`config.mk`:
```
export PLATFORM = sky130hd
export DESIGN_NAME = vga_timing_gen
export DESIGN_NICKNAME = d
export VERILOG_FILES = /design/src/rtl/vga_timing_gen.sv
export SDC_FILE = /design/constraint.sdc
export NUM_CORES = 1
export LEC_CHECK = 0
export CAP_MARGIN = 20
export CELL_PAD_IN_SITES_DETAIL_PLACEMENT = 1
export CELL_PAD_IN_SITES_GLOBAL_PLACEMENT = 1
export CORE_MARGIN = 5
export CORE_UTILIZATION = 38
export CTS_CLUSTER_DIAMETER = 100
export CTS_CLUSTER_SIZE = 10
export DETAILED_ROUTE_END_ITERATION = 8
export GPL_TIMING_DRIVEN = 0
export PLACE_DENSITY_LB_ADDON = 0.1
export SYNTH_ARGS = -nofsm -noshare
export SYNTH_HDL_FRONTEND = slang
export SYNTH_SLANG_ARGS = --single-unit
```
`constraint.sdc`:
```
create_clock -name vga_clk -period 1.8 [get_ports vga_clk]
set_input_delay 0.27 -clock vga_clk [delete_from_list [all_inputs] [get_ports vga_clk]]
set_output_delay 0.27 -clock vga_clk [all_outputs]
set_load 0.01 [all_outputs]
```
`src/rtl/vga_timing_gen.sv`:
```
// vga_timing_gen: VGA raster timing generator (640x480@60 Hz by default).
//
// Ports:
//   vga_clk     in   pixel-domain clock, the only clock
//   reset       in   asynchronous, active-low reset
//   pix_ce      in   pixel clock enable; counters and outputs advance only when 1
//   hsync       out  horizontal sync, asserted level SYNC_POL
//   vsync       out  vertical sync, asserted level SYNC_POL
//   disp_en     out  current pixel lies inside the active area
//   column      out  active-area x coordinate (0 outside the active area)
//   row         out  active-area y coordinate (0 outside the active area)
//   game_clk    out  high during vertical blanking lines, low otherwise
//   frame_start out  one enabled-cycle pulse registered from pixel (0,0)
//
// All outputs are registered from the counter state, one enabled cycle of
// latency, so they stay mutually aligned.
module vga_timing_gen #(
  parameter int unsigned H_ACTIVE = 640,
  parameter int unsigned H_FP     = 16,
  parameter int unsigned H_SYNC   = 96,
  parameter int unsigned H_BP     = 48,
  parameter int unsigned V_ACTIVE = 480,
  parameter int unsigned V_FP     = 10,
  parameter int unsigned V_SYNC   = 2,
  parameter int unsigned V_BP     = 33,
  parameter bit          SYNC_POL = 1'b0
) (
  input  logic       vga_clk,
  input  logic       reset,
  input  logic       pix_ce,
  output logic       hsync,
  output logic       vsync,
  output logic       disp_en,
  output logic [9:0] column,
  output logic [8:0] row,
  output logic       game_clk,
  output logic       frame_start
);

  localparam int unsigned H_TOTAL = H_ACTIVE + H_FP + H_SYNC + H_BP;
  localparam int unsigned V_TOTAL = V_ACTIVE + V_FP + V_SYNC + V_BP;

  localparam logic [9:0] H_MAX    = 10'(H_TOTAL - 1);
  localparam logic [9:0] V_MAX    = 10'(V_TOTAL - 1);
  localparam logic [9:0] H_ACT    = 10'(H_ACTIVE);
  localparam logic [9:0] V_ACT    = 10'(V_ACTIVE);
  localparam logic [9:0] HS_START = 10'(H_ACTIVE + H_FP);
  localparam logic [9:0] HS_END   = 10'(H_ACTIVE + H_FP + H_SYNC);
  localparam logic [9:0] VS_START = 10'(V_ACTIVE + V_FP);
  localparam logic [9:0] VS_END   = 10'(V_ACTIVE + V_FP + V_SYNC);

  logic [9:0] h_cnt_q, h_cnt_d;
  logic [9:0] v_cnt_q, v_cnt_d;
  logic       hsync_q, hsync_d;
  logic       vsync_q, vsync_d;
  logic       disp_en_q, disp_en_d;
  logic [9:0] column_q, column_d;
  logic [8:0] row_q, row_d;
  logic       game_clk_q, game_clk_d;
  logic       frame_start_q, frame_start_d;

  always_comb begin
    h_cnt_d       = h_cnt_q;
    v_cnt_d       = v_cnt_q;
    hsync_d       = hsync_q;
    vsync_d       = vsync_q;
    disp_en_d     = disp_en_q;
    column_d      = column_q;
    row_d         = row_q;
    game_clk_d    = game_clk_q;
    frame_start_d = frame_start_q;

    if (pix_ce) begin
      // Frame wrap goes straight from (H_MAX,V_MAX) to (0,0).
      if (h_cnt_q == H_MAX) begin
        h_cnt_d = '0;
        v_cnt_d = (v_cnt_q == V_MAX) ? '0 : v_cnt_q + 10'd1;
      end else begin
        h_cnt_d = h_cnt_q + 10'd1;
      end

      // Outputs decode the pre-increment counter state.
      disp_en_d     = (h_cnt_q < H_ACT) && (v_cnt_q < V_ACT);
      hsync_d       = (h_cnt_q >= HS_START && h_cnt_q < HS_END) ? SYNC_POL : ~SYNC_POL;
      vsync_d       = (v_cnt_q >= VS_START && v_cnt_q < VS_END) ? SYNC_POL : ~SYNC_POL;
      column_d      = disp_en_d ? h_cnt_q : '0;
      row_d         = disp_en_d ? v_cnt_q[8:0] : '0;
      game_clk_d    = (v_cnt_q >= V_ACT);
      frame_start_d = (h_cnt_q == '0) && (v_cnt_q == '0);
    end
  end

  always_ff @(posedge vga_clk or negedge reset) begin
    if (!reset) begin
      h_cnt_q       <= '0;
      v_cnt_q       <= '0;
      hsync_q       <= ~SYNC_POL;
      vsync_q       <= ~SYNC_POL;
      disp_en_q     <= 1'b0;
      column_q      <= '0;
      row_q         <= '0;
      game_clk_q    <= 1'b0;
      frame_start_q <= 1'b0;
    end else begin
      h_cnt_q       <= h_cnt_d;
      v_cnt_q       <= v_cnt_d;
      hsync_q       <= hsync_d;
      vsync_q       <= vsync_d;
      disp_en_q     <= disp_en_d;
      column_q      <= column_d;
      row_q         <= row_d;
      game_clk_q    <= game_clk_d;
      frame_start_q <= frame_start_d;
    end
  end

  assign hsync       = hsync_q;
  assign vsync       = vsync_q;
  assign disp_en     = disp_en_q;
  assign column      = column_q;
  assign row         = row_q;
  assign game_clk    = game_clk_q;
  assign frame_start = frame_start_q;

endmodule

```
== Yosys cells after proc, flatten, opt, wreduce, memory -nomap -nowiden ==
Cells that the tools add are included.

* Bits of input ports: 3
* Flip-flop bits (word level): 44
* Logic and storage cells: 33
* Output and inout port bits: 24

* Reductions and logical operators: 7
* Muxes and demuxes: 6
* $lt $le $gt $ge: 7
* Add/subtract/negate cells: 2
* Equal/unequal tests: 2

{| class="wikitable"
|+ Operators with widths
! cell !! count
|-
| two-way mux 10 bit || 3
|-
| adder 10 x 1 -> 10 bit (second input constant) || 2
|-
| equality test 10 bit (second input constant) || 2
|-
| >= comparator 10 x 9 -> 1 bit (second input constant) || 2
|-
| logical NOT 10 bit || 2
|-
| < comparator 10 bit (second input constant) || 2
|-
| < comparator 10 x 9 -> 1 bit (second input constant) || 2
|-
| >= comparator 10 bit (second input constant) || 1
|-
| two-way mux 9 bit || 1
|-
| logical AND 1 bit || 4
|-
| two-way mux 1 bit || 2
|-
| AND reduction 2 bit || 1
|}

== Logic depth before layout (Yosys ltp) ==
Gate-level depths: netlist of run 1.

* Depth in word-level cells: 3
* Gate-level depth with buffers: 6
* Mapped depth without buffers: 6

== Worst setup path before layout of run 1 ==
No wires, ideal clock.

* Path type: reg-to-reg
* Start point: register h_cnt_q[6]
* End point: register v_cnt_q[9]
* Setup slack: -176 ps
* Setup time: 81 ps
* Cell stages (with the launch flop): 7
* Path buffers: 2
* Required time: 1719 ps
* Arrival time: 1895 ps
* Period minus slack after synthesis: 1976 ps
* Cells stage by stage: dfrtp_1 > buf_6 > or3_4 > or4_4 > buf_6 > o31a_1 > a31oi_2

* Word-level cells in the longest chain between the ends: 2

{| class="wikitable"
|+ RTL lines
! element !! line !! text
|-
| start: declaration || 52 || <nowiki>logic [9:0] h_cnt_q, h_cnt_d;</nowiki>
|-
| start signal: assignment || 105 || <nowiki>h_cnt_q <= h_cnt_d;</nowiki>
|-
| equality test 10 bit || 75 || <nowiki>if (h_cnt_q == H_MAX) begin</nowiki>
|-
| AND reduction 2 bit (no source line) || n/a ||
|-
| end signal: assignment || 106 || <nowiki>v_cnt_q <= v_cnt_d;</nowiki>
|-
| end: declaration || 53 || <nowiki>logic [9:0] v_cnt_q, v_cnt_d;</nowiki>
|}

No other way between the ends.
A chain may end at the register's enable or synchronous reset.

== Final worst setup path of run 1 ==
* Start point: register h_cnt_q[5]
* End point: register v_cnt_q[9]

Same word-level chain as after synthesis.

==> results.tsv, run 1 <==
stage	metric	value	unit
run_status	status	finished, final reports clean	
layout	commonest non-fill, non-tap cell in the layout	dfrtp_1	
drt	initial drt markers	50	
grt	total gr overflow	0	
hold_path	hold crit path type	input port to asynchronous set/reset pin	
yosys	Mapped Cells	187	
pwr	power per cell area	831	mW/mm²
floorplan	starting density of the core	0.394	
grt	first-pass GRT wire length	9470	µm
timing	crit share post-route	0.999	
floorplan	std cell rows	26	
timing	Slew Viols, Final	0	
layout	Finished Core Util	0.519	
pwr	static leakage	1.15	nW
layout	Multi-input gate area	903	µm²
clock_tree	Clock Path Buffers	2	
drt	DR pass1 iterations	4	
floorplan	chip height	83.0	µm
timing	f_max	0.556	GHz
clock_tree	clk_lat worst skew	300	ps
layout	Area growth, synth to finish	31.7	%
timing	Tmin final	1800	ps
drt	WL final	5520	µm
clock_tree	CTS tree	built	
layout	most frequent cells in the layout	33 x dfrtp_1, 24 x clkdlybuf4s50_1, 18 x a22o_1	
floorplan	die width	83.0	µm
layout	Antenna diodes	0	
layout	layout cells sized above 1	0.247	
floorplan	die area	0.00689	mm²
yosys	sequential element share of the synthesized area	0.545	
critical_path	critical path arrival	2020	ps
yosys	post-synthesis cell type count	37	
critical_path	critical path's slowest cell	or4_4	
grt	largest net degree at the start of global routing	30	
critical_path	CP Capture Type	register	
clock_tree	CTS buffer count	5	
yosys	ranking of synthesized cells by area	dfrtp_1 52%, a22o_1 7.8%, nand4_1 3.4%	
yosys	Cell Area, Synth	0.00203	mm²
critical_path	WP data required	2020	ps
drt	wire per inst	18.3	µm
drt	remaining antenna violation count	0	
drt	vias per std cell	5.49	
placement	DP HPWL	3750	µm
placement	gpl congestion	0.812	
grt	GRT Util Overall	0.169	
layout	Fill cells	569	
pwr	VDD IR max	0.351	mV
timing	max_slew headroom	0.672	
layout	cell area after layout	0.00267	mm²
floorplan	total I/O pin count	27	
floorplan	Core Region	0.00514	mm²
yosys	syn nets	195	
critical_path	crit path cell chain	or3_4 -> or4_4 -> o31a_1 -> a31oi_2	
placement	placed instance area	0.00239	mm²
yosys	post-synth top area share	0.519	
critical_path	largest stage delay on the critical path	480	ps
critical_path	critical-path maximum fanout	5	
grt	vias in the first global route	1789	
yosys	Synth Register Bits	44	
timing	final-report hold violation count	0	
layout	register area	0.00111	mm²
clock_tree	Worst-path clk slew	80	ps
placement	buffers added on ports	25	
timing	RSZ-0062 raised after global routing	yes	
yosys	Ys Warns	0	
yosys	Avg Inst Size Synth	10.8	µm²
timing	Final Skew	3.40	ps
clock_tree	Clock Sinks	44	
grt	antenna violations before repair	0	
drt	drt drc	0	
timing	final setup violation count	0	
critical_path	crit path kind	register to register	
drt	via count	1652	
clock_tree	clk root buf	clkbuf_8	
timing	Worst-Margin Slew	492	ps
clock_tree	CTS H-tree depth	2	
job	max-cap violations	0	
critical_path	crit start category	register	
yosys	largest area contributor in the netlist	dfrtp_1	
timing	WHS	444	ps
layout	Layout Nets	238	
## repair_timing
action                                  in CTS  in global routing
pin swaps                                    8                  9
endpoints found under the hold margin       13                  0
gates resized for setup                     13                 19
buffers inserted                            12                  3
endpoints found under the setup margin      14                 23
hold buffers                                 1                  0
## synthesized netlist by cell type, drive strengths merged
cell type	n
a21o	2
a21oi	4
a22o	19
a31oi	4
and2	1
and3	6
and4	1
buf	2
clkbuf	11
dfrtp	42
dfstp	2
ha	5
inv	7
nand2	15
nand2b	1
nand3	3
nand4	11
nor2	10
nor3	5
nor4	2
nor4b	3
o211ai	1
o21ai	13
o22ai	1
o31a	1
o31ai	6
or3	2
or4	1
xnor2	3
xor2	3
## through the flow
step,std cells,setup WS [ps],power (mW),TNS (ps)
final,301,1.00,2.22,0
after global routing,301,-53.5,2.33,-246
after CTS,299,-111,2.19,-488
after detailed placement,283,-466,1.42,-3050
after global placement,282,-662,1.40,-30350
after floorplan,187,-113,1.32,-181
## state kept, by name (all words and copies together) (netlist names)
name	count
column	10
disp_en	1
frame_start	1
game_clk	1
h_cnt_q	10
hsync	1
row	9
v_cnt_q	10
vsync	1
## layer usage
metal / wire (µm) / up-vias / global-route usage / share of wire
met5: 0 / - / 0 / 0
met4: 63 / 0 / 0.0446 / 0.011
met3: 177 / 7 / 0.0396 / 0.032
met2: 2650 / 27 / 0.268 / 0.48
met1: 2630 / 849 / 0.232 / 0.48
li1: - / 769 / - / -
## path summary, 6_finish.rpt
| path | start | end | slack [ps] | cells past startpoint |
|---|---|---|---|---|
| min in group vga_clk | pix_ce | h_cnt_q[4] | 470 | 3 |
| worst min-delay path | reset | row[5] | 440 | 2 |
| worst max register to register | h_cnt_q[5] | v_cnt_q[9] | 1 | 4 |
| worst min register to register | frame_start | frame_start | 490 | 1 |
| worst max-delay path | h_cnt_q[5] | v_cnt_q[9] | 1 | 4 |
| max in group asynchronous | reset | h_cnt_q[2] | 870 | 3 |
## power breakdown
part | switching [mW] | internal, mW | total (mW)
Sequential | 0.0980 | 1.05 | 1.15
Clock | 0.333 | 0.412 | 0.744
Combinational | 0.176 | 0.147 | 0.323
Total | 0.606 | 1.61 | 2.22
## worst max-delay path, delay by kind of cell (launching register included)
kind | cells | cell delay (ps)
compound gates | 2 | 440
flops | 1 | 410
simple gates | 2 | 870
## logic make-up after synthesis
| group | Yosys count | share of synthesized area |
|---|---|---|
| buf+inv | 20 | 0.0463 |
| flops | 44 | 0.545 |
| fa+ha+maj | 5 | 0.0309 |
| compound gates | 51 | 0.181 |
| simple gates | 61 | 0.171 |
| xor+xnor | 6 | 0.0259 |
## final cells by class
class                   instances  share of cell area
plain buffers                   7              0.0108
clock buffers                   6              0.0272
clock inverters                 2              0.0131
inverters                       7             0.00985
multi-input cells             123               0.339
flip-flops and latches         44               0.418
well taps                      70              0.0328
repair buffers                 42               0.150
(Power assumes the default switching activity.)
==> run 2: changes to the inputs <==
--- a/config.mk
+++ b/config.mk
@@ -13,6 +13,7 @@
 export CTS_CLUSTER_DIAMETER = 100
 export CTS_CLUSTER_SIZE = 10
 export DETAILED_ROUTE_END_ITERATION = 8
+export GPL_ROUTABILITY_DRIVEN = 0
 export GPL_TIMING_DRIVEN = 0
 export PLACE_DENSITY_LB_ADDON = 0.1
 export SYNTH_ARGS = -nofsm -noshare
==> results of run 2 <==
No change in the layout: final DEF, timing and power equal those of run 1.
==> run 3: changes to the inputs <==
--- a/config.mk
+++ b/config.mk
@@ -5,6 +5,7 @@
 export SDC_FILE = /design/constraint.sdc
 export NUM_CORES = 1
 export LEC_CHECK = 0
+export ABC_CLOCK_PERIOD_IN_PS = 1800
 export CAP_MARGIN = 20
 export CELL_PAD_IN_SITES_DETAIL_PLACEMENT = 1
 export CELL_PAD_IN_SITES_GLOBAL_PLACEMENT = 1
==> results of run 3 <==
No change in the layout: final DEF, timing and power equal those of run 1.
